`src/rtl/systolic_mesh_ctrl.sv`:
```
`default_nettype none
// ============================================================================
// Module   : systolic_mesh_ctrl
// Purpose  : Sequencer for a weight-stationary systolic mesh. It streams
//            MESH_LENGTH weight rows into the mesh top, then feeds image
//            vectors with per-row skew and raises per-column capture strobes
//            when each column result leaves the mesh bottom.
// Revision : 1.0 - initial release
// ============================================================================
module systolic_mesh_ctrl #(
    parameter int DATA_LENGTH = 8,
    parameter int MESH_LENGTH = 4,
    parameter int CNT_WIDTH   = 8,
    localparam int IN_LENGTH  = DATA_LENGTH * MESH_LENGTH
) (
    input  logic                   clk,
    input  logic                   rst,
    input  logic                   start,
    input  logic [CNT_WIDTH-1:0]   num_vec,
    input  logic                   w_valid,
    output logic                   w_ready,
    input  logic [IN_LENGTH-1:0]   w_data,
    input  logic                   x_valid,
    output logic                   x_ready,
    input  logic [IN_LENGTH-1:0]   x_data,
    output logic [IN_LENGTH-1:0]   mesh_weight,
    output logic                   mesh_weight_load,
    output logic [IN_LENGTH-1:0]   mesh_image,
    output logic [MESH_LENGTH-1:0] mesh_image_load,
    output logic [MESH_LENGTH-1:0] col_capture,
    output logic                   busy,
    output logic                   done
);

    localparam int c_WCNT_WIDTH = $clog2(MESH_LENGTH + 1);
    localparam int c_VLD_DEPTH  = 2 * MESH_LENGTH;

    typedef enum logic [2:0] {
        S_IDLE   = 3'd0,
        S_LOAD_W = 3'd1,
        S_WAIT_W = 3'd2,
        S_STREAM = 3'd3,
        S_DRAIN  = 3'd4,
        S_DONE   = 3'd5
    } state_t;

    state_t                   r_state;
    state_t                   w_state_next;
    logic [c_WCNT_WIDTH-1:0]  r_wcnt;       // weight beats in LOAD_W, settle cycles in WAIT_W
    logic [CNT_WIDTH-1:0]     r_vcnt;
    logic [CNT_WIDTH-1:0]     r_num_vec;
    logic [IN_LENGTH-1:0]     r_mesh_weight;
    logic                     r_wload;
    // Bit k marks a vector accepted k+1 cycles ago: low half feeds the row
    // loads, high half lines up with the bottom-of-column results.
    logic [c_VLD_DEPTH-1:0]   r_vld;

    logic w_w_accept;
    logic w_x_accept;
    logic w_last_w;
    logic w_wait_end;
    logic w_last_x;
    logic w_drain_end;

    assign w_w_accept  = w_valid && (r_state == S_LOAD_W);
    assign w_x_accept  = x_valid && (r_state == S_STREAM);
    assign w_last_w    = w_w_accept && (r_wcnt == c_WCNT_WIDTH'(MESH_LENGTH - 1));
    assign w_wait_end  = (r_state == S_WAIT_W) && (r_wcnt == c_WCNT_WIDTH'(MESH_LENGTH - 1));
    // One extra bit so num_vec = all-ones terminates without wrapping.
    assign w_last_x    = w_x_accept && (({1'b0, r_vcnt} + 1'b1) == {1'b0, r_num_vec});
    // Only the strobe now on the last column remains in flight.
    assign w_drain_end = (r_vld[c_VLD_DEPTH-2:0] == '0);

    // Next-state and handshake/status outputs
    always_comb begin
        w_state_next = r_state;
        w_ready      = 1'b0;
        x_ready      = 1'b0;
        busy         = (r_state != S_IDLE);
        done         = 1'b0;
        case (r_state)
            S_IDLE:   if (start) w_state_next = S_LOAD_W;
            S_LOAD_W: begin
                w_ready = 1'b1;
                if (w_last_w) w_state_next = S_WAIT_W;
            end
            S_WAIT_W: if (w_wait_end) w_state_next = (r_num_vec == '0) ? S_DRAIN : S_STREAM;
            S_STREAM: begin
                x_ready = 1'b1;
                if (w_last_x) w_state_next = S_DRAIN;
            end
            S_DRAIN:  if (w_drain_end) w_state_next = S_DONE;
            S_DONE: begin
                done         = 1'b1;
                w_state_next = S_IDLE;
            end
            default:  w_state_next = S_IDLE;
        endcase
    end

    // State register, counters and latched vector count
    always_ff @(posedge clk) begin
        if (rst) begin
            r_state   <= S_IDLE;
            r_wcnt    <= '0;
            r_vcnt    <= '0;
            r_num_vec <= '0;
        end else begin
            r_state <= w_state_next;
            if ((r_state == S_IDLE) && start) r_num_vec <= num_vec;
            if (w_state_next != r_state)
                r_wcnt <= '0;
            else if (w_w_accept || (r_state == S_WAIT_W))
                r_wcnt <= r_wcnt + c_WCNT_WIDTH'(1);
            if (r_state == S_IDLE)
                r_vcnt <= '0;
            else if (w_x_accept)
                r_vcnt <= r_vcnt + CNT_WIDTH'(1);
        end
    end

    // Weight row register: each accepted beat shifts into the mesh next cycle
    always_ff @(posedge clk) begin
        if (rst) begin
            r_mesh_weight <= '0;
            r_wload       <= 1'b0;
        end else begin
            r_wload <= w_w_accept;
            if (w_w_accept) r_mesh_weight <= w_data;
        end
    end

    // Valid delay line shared by the row loads and column captures
    always_ff @(posedge clk) begin
        if (rst) r_vld <= '0;
        else     r_vld <= {r_vld[c_VLD_DEPTH-2:0], w_x_accept};
    end

    // Row r element is delayed r+1 cycles; bubbles carry zero data
    for (genvar gr = 0; gr < MESH_LENGTH; gr++) begin : g_row
        logic [DATA_LENGTH-1:0] r_pipe [0:gr];
        // Skew shift register for this row
        always_ff @(posedge clk) begin
            if (rst) begin
                for (int k = 0; k <= gr; k++) r_pipe[k] <= '0;
            end else begin
                r_pipe[0] <= w_x_accept ? x_data[gr*DATA_LENGTH +: DATA_LENGTH] : '0;
                for (int k = 1; k <= gr; k++) r_pipe[k] <= r_pipe[k-1];
            end
        end
        assign mesh_image[gr*DATA_LENGTH +: DATA_LENGTH] = r_pipe[gr];
    end

    assign mesh_weight      = r_mesh_weight;
    assign mesh_weight_load = r_wload;
    assign mesh_image_load  = r_vld[MESH_LENGTH-1:0];
    assign col_capture      = r_vld[c_VLD_DEPTH-1:MESH_LENGTH];

endmodule
`default_nettype wire
```
`config.mk`:
```
export PLATFORM = sky130hd
export DESIGN_NAME = systolic_mesh_ctrl
export DESIGN_NICKNAME = d
export VERILOG_FILES = /design/src/rtl/systolic_mesh_ctrl.sv
export SDC_FILE = /design/constraint.sdc
export NUM_CORES = 1
export LEC_CHECK = 0
export CORE_UTILIZATION = 25
export CTS_CLUSTER_SIZE = 8
export DETAILED_ROUTE_END_ITERATION = 10
export RECOVER_POWER = 50
export REMOVE_ABC_BUFFERS = 1
export SKIP_CTS_REPAIR_TIMING = 1
export SYNTH_ARGS = -nofsm -noshare
export SYNTH_HDL_FRONTEND = slang
export SYNTH_SLANG_ARGS = --single-unit
```
`constraint.sdc`:
```
create_clock -name clk -period 3.72 [get_ports clk]
set_input_delay 0.558 -clock clk [delete_from_list [all_inputs] [get_ports clk]]
set_output_delay 0.558 -clock clk [all_outputs]
set_load 0.1 [all_outputs]
```
==> impl_metrics.env, run 1 <==
export IMPL_diodes=0
export IMPL_grt_usage_pct=11.0
export IMPL_antenna_found_initial=0
export IMPL_htreeDepth=4
export IMPL_dpl_hpwl_um=7260
export IMPL_clock_skew_final_ns=0.00637
export IMPL_p_seq_share_pct=43.2
export IMPL_combPwrFrac_pct=9.1
export IMPL_cts_tree="yes"
export IMPL_rsz0062_at_grt="no"
export IMPL_yosysSeqAreaShare_pct=57.5
export IMPL_nets=719
export IMPL_async_flop_share_pct=0
export IMPL_final_layout_size_suffix_gt1_share_pct=6.77
export IMPL_dr_total_vias=3644
export IMPL_swShare_pct=24.2
export IMPL_maxCapViolCount=1
export IMPL_synthSimpleGateAreaFrac_pct=24.4
export IMPL_start_util_pct=25.6
export IMPL_synth_mux_area_share_pct=0.201
export IMPL_hold_ws_ns=0.432
export IMPL_synthAdderAreaFrac_pct=0.755
export IMPL_num_rows=51
export IMPL_tightest_slew_ns=1.60
export IMPL_netlist_instances=515
export IMPL_die_area_um2=20500
export IMPL_hold_path_depth=1
export IMPL_max_freq_mhz=376
export IMPL_reg2reg_depth=5
export IMPL_fin_area_um2=7140
export IMPL_max_slew_margin_pct=-6.63
export IMPL_finalSetupViolations=0
export IMPL_status="finished with violations"
export IMPL_violations="max-capacitance violations, max-slew violations"
export IMPL_max_clock_path_buffers=2
export IMPL_portBuffers=153
export IMPL_cts_reportedPaths_clkPinSlew_ns=0.06
export IMPL_viasPerCell=3.98
export IMPL_power_density_nw_per_um2=509
export IMPL_grt_pass1_wl_um=17000
export IMPL_synth_top_family_by_area="simple AND/OR/NAND/NOR gates"
export IMPL_place_area_um2=6580
export IMPL_globalplace_congestion=0.844
export IMPL_path_class="flop to flop"
export IMPL_syn_avg_cell_area_um2=9.66
export IMPL_crit_arrival_ns=2.91
export IMPL_crit_chain="nand4b_1 > nor3_1 > o311ai_0 > a2111oi_0 > nor4_1"
export IMPL_critPathLaunchType="flop"
export IMPL_grt_ovfl_total=0
export IMPL_synth_area_um2=4970
export IMPL_synthXorXnorAreaFrac_pct=2.97
export IMPL_syn_to_final_growth_pct=43.5
export IMPL_cp_slowest_stage_delay_ns=0.83
export IMPL_utilization_pct=36.7
export IMPL_firstDrtPassIters=4
export IMPL_synth_compound_area_share_pct=7.75
export IMPL_core_um2=19500
export IMPL_cts_buffers=17
export IMPL_ir_worst_vdd_mv=0.296
export IMPL_totalPowerFinal_mw=3.64
export IMPL_switchingPower_mw=0.881
export IMPL_die_x_um=143
export IMPL_fin_setup_tns_ns=0
export IMPL_slowest_stage="a2111oi_0"
export IMPL_clock_sinks=143
export IMPL_cp_max_fo=14
export IMPL_first_global_vias=3406
export IMPL_wirelength_um=10700
export IMPL_internal_power_mw=2.75
export IMPL_ctsRootBufferMaster="clkbuf_16"
export IMPL_routedWlPerCell_um=11.7
export IMPL_hp_class="flop to flop"
export IMPL_slew_violations=77
export IMPL_finalCritPeriodShare_pct=71.6
export IMPL_synth_edff_count=0
export IMPL_leakage_nw=2.56
export IMPL_ys_flop_type="dfxtp_1"
export IMPL_yosys_register_bits=143
export IMPL_drc_errors=0
export IMPL_io_pins=154
export IMPL_fin_crit_ns=2.66
export IMPL_cp_end_kind="flop"
export IMPL_ant_nets=0
export IMPL_cp_data_required_time_ns=3.97
export IMPL_drtIter0Drc=150
export IMPL_fp_dieH_um=143
export IMPL_clkLatencyLatePin_ns=0.41
export IMPL_power_clock_fraction_pct=47.7
export IMPL_yosys_warnings=0
export IMPL_grt_start_max_net_pins=77
export IMPL_finalHoldViolations=0
export IMPL_synth_cell_types=46
-- layout make-up --
cell class	instances	area (um2)
Clock buffer	19	443
Clock inverter	11	158
Fill cell	1960	12300
Inverter	7	26.3
Multi-Input combinational cell	314	1790
Sequential cell	143	2860
Tap cell	265	332
Timing Repair Buffer	156	1530
-- per-layer routing --
| layer | wire length (um) | vias to the layer above | part of all wire [%] | track usage (%) |
|---|---|---|---|---|
| li1 | - | 1894 | - | - |
| met3 | 1120 | 19 | 10 | 5.50 |
| met5 | 0 | - | 0 | 0 |
| met1 | 4840 | 1601 | 45 | 12.9 |
| met4 | 185 | 0 | 1.7 | 5.15 |
| met2 | 4590 | 130 | 43 | 16.6 |
-- cell families after synthesis --
| group | Yosys count |
|---|---|
| muxes | 1 |
| and+or+nand+nor | 231 |
| buffers and inverters | 58 |
| DFF | 143 |
| AOI/OAI and AO/OA | 63 |
| xor gates and xnor gates | 16 |
| adders and majority gates | 3 |
-- synthesized netlist by cell type, drive strengths merged, types with 6 or more instances --
cell,n,area share (%)
buf,29,4.2
nor2,14,1.1
dfxtp,143,58
and2,35,4.4
xnor2,11,1.9
a21oi,47,4.7
inv,7,0.53
clkbuf,22,1.7
nor3,6,0.60
nor2b,55,6.9
nand2,92,6.9
-- stage by stage --
step           cells  worst slack (ns)
5_1_grt          915             0.664
4_1_cts          915              1.15
6_report         915              1.06
3_5_place_dp     885              1.36
3_3_place_gp     885              1.37
2_1_floorplan    464           0.00593
-- power by group through the flow --
stage                     Clock (mW)  Combinational [mW]  Sequential [mW]
after detailed placement           0               0.337             1.61
after CTS                       1.79               0.338             1.57
after global placement             0               0.337             1.60
after global routing            1.85               0.354             1.57
after floorplan                    0              0.0795             1.71
final                           1.73               0.332             1.57
-- critical path, delay by kind of cell (launching register included) --
kind	cells	cell delay, ns
compound gates	2	1.00
flops	1	0.66
simple gates	3	0.83
-- final timing paths --
path / startpoint / end / slack (ns)
worst max-delay path: r_state[1] / r_wcnt[1] / 1.06
worst min-delay path: g_row[3].r_pipe[0][13] / g_row[3].r_pipe[0][21] / 0.43
worst max register to register: r_state[1] / r_wcnt[1] / 1.06
worst min register to register: g_row[3].r_pipe[0][13] / g_row[3].r_pipe[0][21] / 0.43
-- layout by cell type (no fill, tap or decap), drive strengths merged, types with 2 or more instances in the layout --
cell | synthesis | final
a2111oi | 2 | 2
a211oi | 2 | 2
a21oi | 47 | 47
and2 | 35 | 35
and4 | 2 | 2
buf | 29 | 5
bufinv | 0 | 3
clkbuf | 22 | 22
clkdlybuf4s50 | 0 | 148
clkinv | 0 | 3
clkinvlp | 0 | 2
dfxtp | 143 | 143
ha | 3 | 3
inv | 7 | 10
nand2 | 92 | 92
nand3 | 5 | 5
nand3b | 2 | 2
nand4 | 3 | 3
nor2 | 14 | 14
nor2b | 55 | 55
nor3 | 6 | 6
nor4 | 5 | 5
nor4b | 2 | 2
nor4bb | 2 | 2
o21ai | 5 | 5
or4 | 2 | 2
xnor2 | 11 | 11
xor2 | 5 | 5
-- state kept, by name, summed over array words and instances, names as in the netlist --
name	count
g_row.r_pipe	80
mesh_weight	32
mesh_weight_load	1
r_num_vec	8
r_state	3
r_vcnt	8
r_vld	8
r_wcnt	3
(Power assumes the default switching activity.)
==> run 2: changes to the inputs <==
==> constraint.sdc (replaced) <==
create_clock -name clk -period 2.25 [get_ports clk]
set_input_delay 0.3375 -clock clk [delete_from_list [all_inputs] [get_ports clk]]
set_output_delay 0.3375 -clock clk [all_outputs]
set_load 0.1 [all_outputs]
==> run 2 against run 1 <==
  * The flow now finishes without violations
  * Clock skew rose by 0.0031 ns
  * Clock power rose by 66%
  * Worst setup slack got worse by 0.86 ns
  * Routed wire length up 1.8%
  * Combinational power increased by 66%
  * Largest cell class unchanged
==> impl_metrics.env, run 2 (synthesis gave the netlist of run 1 again) <==
export IMPL_drc_errors=0
export IMPL_firstDrtPassIters=6
export IMPL_place_area_um2=6490
export IMPL_layout_common_cells="dfxtp_1 (143), nand2_1 (92), clkdlybuf4s50_1 (75), nor2b_1 (55), a21oi_1 (47)"
export IMPL_finalCritPeriodShare_pct=91.2
export IMPL_finalHoldViolations=0
export IMPL_cp_top_family="flip-flops"
export IMPL_final_common_cell="dfxtp_1"
export IMPL_viasPerCell=3.99
export IMPL_finalSetupViolations=0
export IMPL_crit_arrival_ns=1.71
export IMPL_slowest_stage="dfxtp_1"
export IMPL_power_density_nw_per_um2=867
export IMPL_fp_dieH_um=143
export IMPL_grt_ovfl_total=0
export IMPL_syn_to_final_growth_pct=39.5
export IMPL_critPathBufInv=2
export IMPL_first_global_vias=3347
export IMPL_dr_total_vias=3685
export IMPL_ctsRootBufferMaster="clkbuf_16"
export IMPL_globalplace_congestion=0.798
export IMPL_top_register="g_row.r_pipe"
export IMPL_wirelength_um=10900
export IMPL_start_util_pct=25.6
export IMPL_grt_start_max_net_pins=43
export IMPL_ir_worst_vdd_mv=0.452
export IMPL_fin_crit_ns=2.05
export IMPL_cts_reportedPaths_clkPinSlew_ns=0.06
export IMPL_p_seq_share_pct=43.2
export IMPL_swShare_pct=24.3
export IMPL_portBuffers=153
export IMPL_tightest_slew_ns=1.18
export IMPL_max_freq_mhz=487
export IMPL_antenna_found_initial=0
export IMPL_slew_violations=0
export IMPL_clkLatencyLatePin_ns=0.42
export IMPL_leakage_nw=2.71
export IMPL_num_rows=51
export IMPL_die_x_um=143
export IMPL_clock_sinks=143
export IMPL_rsz0062_at_grt="no"
export IMPL_grt_pass1_wl_um=17100
export IMPL_combPwrFrac_pct=9.1
export IMPL_dpl_hpwl_um=7520
export IMPL_htreeDepth=4
export IMPL_clock_skew_final_ns=0.00945
export IMPL_cp_max_fo=14
export IMPL_critPathLaunchType="flop"
export IMPL_grt_usage_pct=11.0
export IMPL_diodes=0
export IMPL_io_pins=154
export IMPL_cp_slowest_stage_delay_ns=0.47
export IMPL_max_slew_margin_pct=21.7
export IMPL_path_class="flop to output port"
export IMPL_routedWlPerCell_um=11.8
export IMPL_crit_chain="nor3_1 > inv_1 > buf_12"
export IMPL_internal_power_mw=4.56
export IMPL_final_layout_size_suffix_gt1_share_pct=17.6
export IMPL_cp_data_required_time_ns=1.91
export IMPL_max_clock_path_buffers=2
export IMPL_power_clock_fraction_pct=47.7
export IMPL_post_place_cells=892
export IMPL_layout_cells_non_filler=924
export IMPL_hp_class="flop to flop"
export IMPL_fin_area_um2=6940
export IMPL_ant_nets=0
export IMPL_largest_reg_flops=80
export IMPL_die_area_um2=20500
export IMPL_maxCapViolCount=0
export IMPL_core_um2=19500
export IMPL_switchingPower_mw=1.46
export IMPL_status="completed"
export IMPL_cts_buffers=17
export IMPL_cts_tree="yes"
export IMPL_drtIter0Drc=98
export IMPL_nets=726
export IMPL_cp_end_kind="output port"
-- run 2: power by group through the flow --
stage,combinational [mW],clock [mW],sequential [mW]
2_1_floorplan,0.131,0,2.83
3_3_place_gp,0.568,0,2.65
3_5_place_dp,0.568,0,2.65
4_1_cts,0.570,2.97,2.60
5_1_grt,0.586,3.07,2.60
6_report,0.550,2.87,2.60
-- run 2: area by class of cell --
cell class | instances | area [um2]
Fill cell | 2005 | 12500
Sequential cell | 143 | 2860
Multi-Input combinational cell | 314 | 1810
Timing Repair Buffer | 163 | 1300
Clock buffer | 21 | 450
Tap cell | 265 | 332
Clock inverter | 11 | 155
Inverter | 7 | 26.3
-- run 2: metal layers --
| metal | vias up | routed length [um] | global-route usage (%) |
|---|---|---|---|
| li1 | 1914 | - | - |
| met1 | 1635 | 4920 | 13.2 |
| met2 | 128 | 4740 | 16.5 |
| met3 | 8 | 1190 | 5.80 |
| met4 | 0 | 84 | 3.74 |
| met5 | - | 0 | 0 |
-- run 2: worst paths after layout --
kind	startpoint	endpoint	slack, ns	cells past startpoint
worst max-delay path	r_state[2]	busy	0.20	3
worst min-delay path	g_row[3].r_pipe[0][17]	g_row[3].r_pipe[0][25]	0.43	1
worst max register to register	r_vcnt[1]	r_state[1]	0.34	5
worst min register to register	g_row[3].r_pipe[0][17]	g_row[3].r_pipe[0][25]	0.43	1
-- run 2: per-stage QoR --
stage          power [mW]  hold slack, ns  utilization (%)  setup WS (ns)  TNS [ns]
3_3_place_gp         3.22           0.415             33.4          0.248         0
3_5_place_dp         3.22           0.422             33.4          0.235         0
4_1_cts              6.13           0.302             36.5          0.128         0
6_report             6.02           0.429             35.7          0.198         0
5_1_grt              6.25           0.446             35.7          0.109         0
2_1_floorplan        2.96           0.407                -          -1.46    -35.44
==> run 3: changes to the inputs <==
--- a/config.mk
+++ b/config.mk
@@ -8,6 +8,7 @@
 export CORE_UTILIZATION = 25
 export CTS_CLUSTER_SIZE = 8
 export DETAILED_ROUTE_END_ITERATION = 10
+export DONT_BUFFER_PORTS = 1
 export RECOVER_POWER = 50
 export REMOVE_ABC_BUFFERS = 1
 export SKIP_CTS_REPAIR_TIMING = 1
==> run 3 against run 2 <==
  * Highest routed layer unchanged
  * Combinational power shrank 23%
  * Critical endpoint is now w_ready
  * Register-to-register slack lost 0.08 ns
  * Clock power is essentially flat
  * Power shrank 2.1%
==> impl_metrics.env, run 3 (synthesis gave the netlist of run 1 again) <==
export IMPL_top_register="g_row.r_pipe"
export IMPL_clock_skew_final_ns=0.0121
export IMPL_drtIter0Drc=110
export IMPL_ant_nets=0
export IMPL_grt_ovfl_total=0
export IMPL_path_class="flop to output port"
export IMPL_first_global_vias=3119
export IMPL_cts_buffers=17
export IMPL_cp_max_fo=15
export IMPL_status="completed"
export IMPL_totalPowerFinal_mw=5.89
export IMPL_critPathLaunchType="flop"
export IMPL_die_area_um2=20500
export IMPL_max_slew_margin_pct=15.8
export IMPL_post_place_cells=811
export IMPL_leakage_nw=2.38
export IMPL_syn_to_final_growth_pct=23.8
export IMPL_power_density_nw_per_um2=957
export IMPL_die_x_um=143
export IMPL_layout_common_cells="dfxtp_1 (143), nand2_1 (92), nor2b_1 (55), a21oi_1 (47), clkbuf_2 (40)"
export IMPL_dr_total_vias=3454
export IMPL_core_um2=19500
export IMPL_wirelength_um=10700
export IMPL_cts_tree="yes"
export IMPL_fp_dieH_um=143
export IMPL_hp_class="primary input to flop"
export IMPL_combPwrFrac_pct=7.2
export IMPL_num_rows=51
export IMPL_antenna_found_initial=0
export IMPL_diodes=0
export IMPL_internal_power_mw=4.37
export IMPL_swShare_pct=25.9
export IMPL_grt_pass1_wl_um=15600
export IMPL_ctsRootBufferMaster="clkbuf_16"
export IMPL_cp_end_kind="output port"
export IMPL_final_common_cell="dfxtp_1"
export IMPL_maxCapViolCount=0
export IMPL_final_layout_size_suffix_gt1_share_pct=18.4
export IMPL_clkLatencyLatePin_ns=0.42
export IMPL_max_clock_path_buffers=2
export IMPL_finalHoldViolations=0
export IMPL_fin_setup_tns_ns=0
export IMPL_max_freq_mhz=491
export IMPL_firstDrtPassIters=4
export IMPL_viasPerCell=4.08
export IMPL_tightest_slew_ns=1.26
export IMPL_seq_area_um2=2860
export IMPL_ir_worst_vdd_mv=0.516
export IMPL_start_util_pct=25.6
export IMPL_cp_data_required_time_ns=1.91
export IMPL_clock_sinks=143
export IMPL_dpl_hpwl_um=6930
export IMPL_slew_violations=0
export IMPL_power_clock_fraction_pct=48.8
export IMPL_fin_crit_ns=2.04
export IMPL_finalSetupViolations=0
export IMPL_routedWlPerCell_um=12.6
export IMPL_switchingPower_mw=1.52
export IMPL_multi_input_area_um2=1820
export IMPL_globalplace_congestion=0.816
export IMPL_htreeDepth=4
export IMPL_p_seq_share_pct=44.0
export IMPL_rsz0062_at_grt="no"
export IMPL_largest_reg_flops=80
export IMPL_drc_errors=0
export IMPL_nets=649
export IMPL_grt_start_max_net_pins=102
export IMPL_fillers=2065
export IMPL_io_pins=154
export IMPL_finalCritPeriodShare_pct=90.6
export IMPL_crit_arrival_ns=1.70
export IMPL_layout_cells_non_filler=847
export IMPL_portBuffers=0
export IMPL_cts_reportedPaths_clkPinSlew_ns=0.06
export IMPL_grt_usage_pct=10.1
## run 3: area by class of cell
cell class,instances,area share [%]
Clock inverter,14,2.84
Clock buffer,18,7.13
Multi-Input combinational cell,314,29.5
Timing Repair Buffer,86,8.19
Tap cell,265,5.38
Inverter,7,0.427
Sequential cell,143,46.5
## run 3: metal layers
metal / vias up / wire length (um) / GRT usage (%)
li1: 1756 / - / -
met1: 1541 / 4610 / 11.7
met2: 140 / 4640 / 15.1
met3: 17 / 1230 / 5.33
met4: 0 / 225 / 5.32
met5: - / 0 / 0
## run 3: power groups by stage
stage / registers, mW / logic, mW / clock network [mW]
2_1_floorplan: 2.83 / 0.131 / 0
3_3_place_gp: 2.65 / 0.391 / 0
3_5_place_dp: 2.65 / 0.393 / 0
4_1_cts: 2.59 / 0.393 / 2.99
5_1_grt: 2.60 / 0.445 / 3.10
6_report: 2.59 / 0.422 / 2.88
## run 3: final timing paths
path | start | endpoint | slack [ns] | depth (start not counted)
worst min-delay path | x_data[15] | g_row[1].r_pipe[0][7] | 0.04 | 1
worst max register to register | r_vcnt[0] | r_state[1] | 0.26 | 5
worst max-delay path | r_state[0] | w_ready | 0.21 | 2
worst min register to register | g_row[3].r_pipe[0][16] | g_row[3].r_pipe[0][24] | 0.43 | 1
## run 3: worst max-delay path, stage by stage, from the launching register on
cell and delay, ns:
dfxtp_1 0.61, nor3b_4 0.34, buf_4 0.34
## run 3: through the flow
stage	util, %	setup WS [ns]	area, um2	hold WS (ns)
2_1_floorplan	-	-1.46	4680	0.407
3_3_place_gp	29.1	0.393	5660	0.415
3_5_place_dp	29.1	0.314	5660	0.422
4_1_cts	32.2	0.158	6270	-0.0135
5_1_grt	31.6	0.0680	6160	0.0139
6_report	31.6	0.212	6160	0.0422
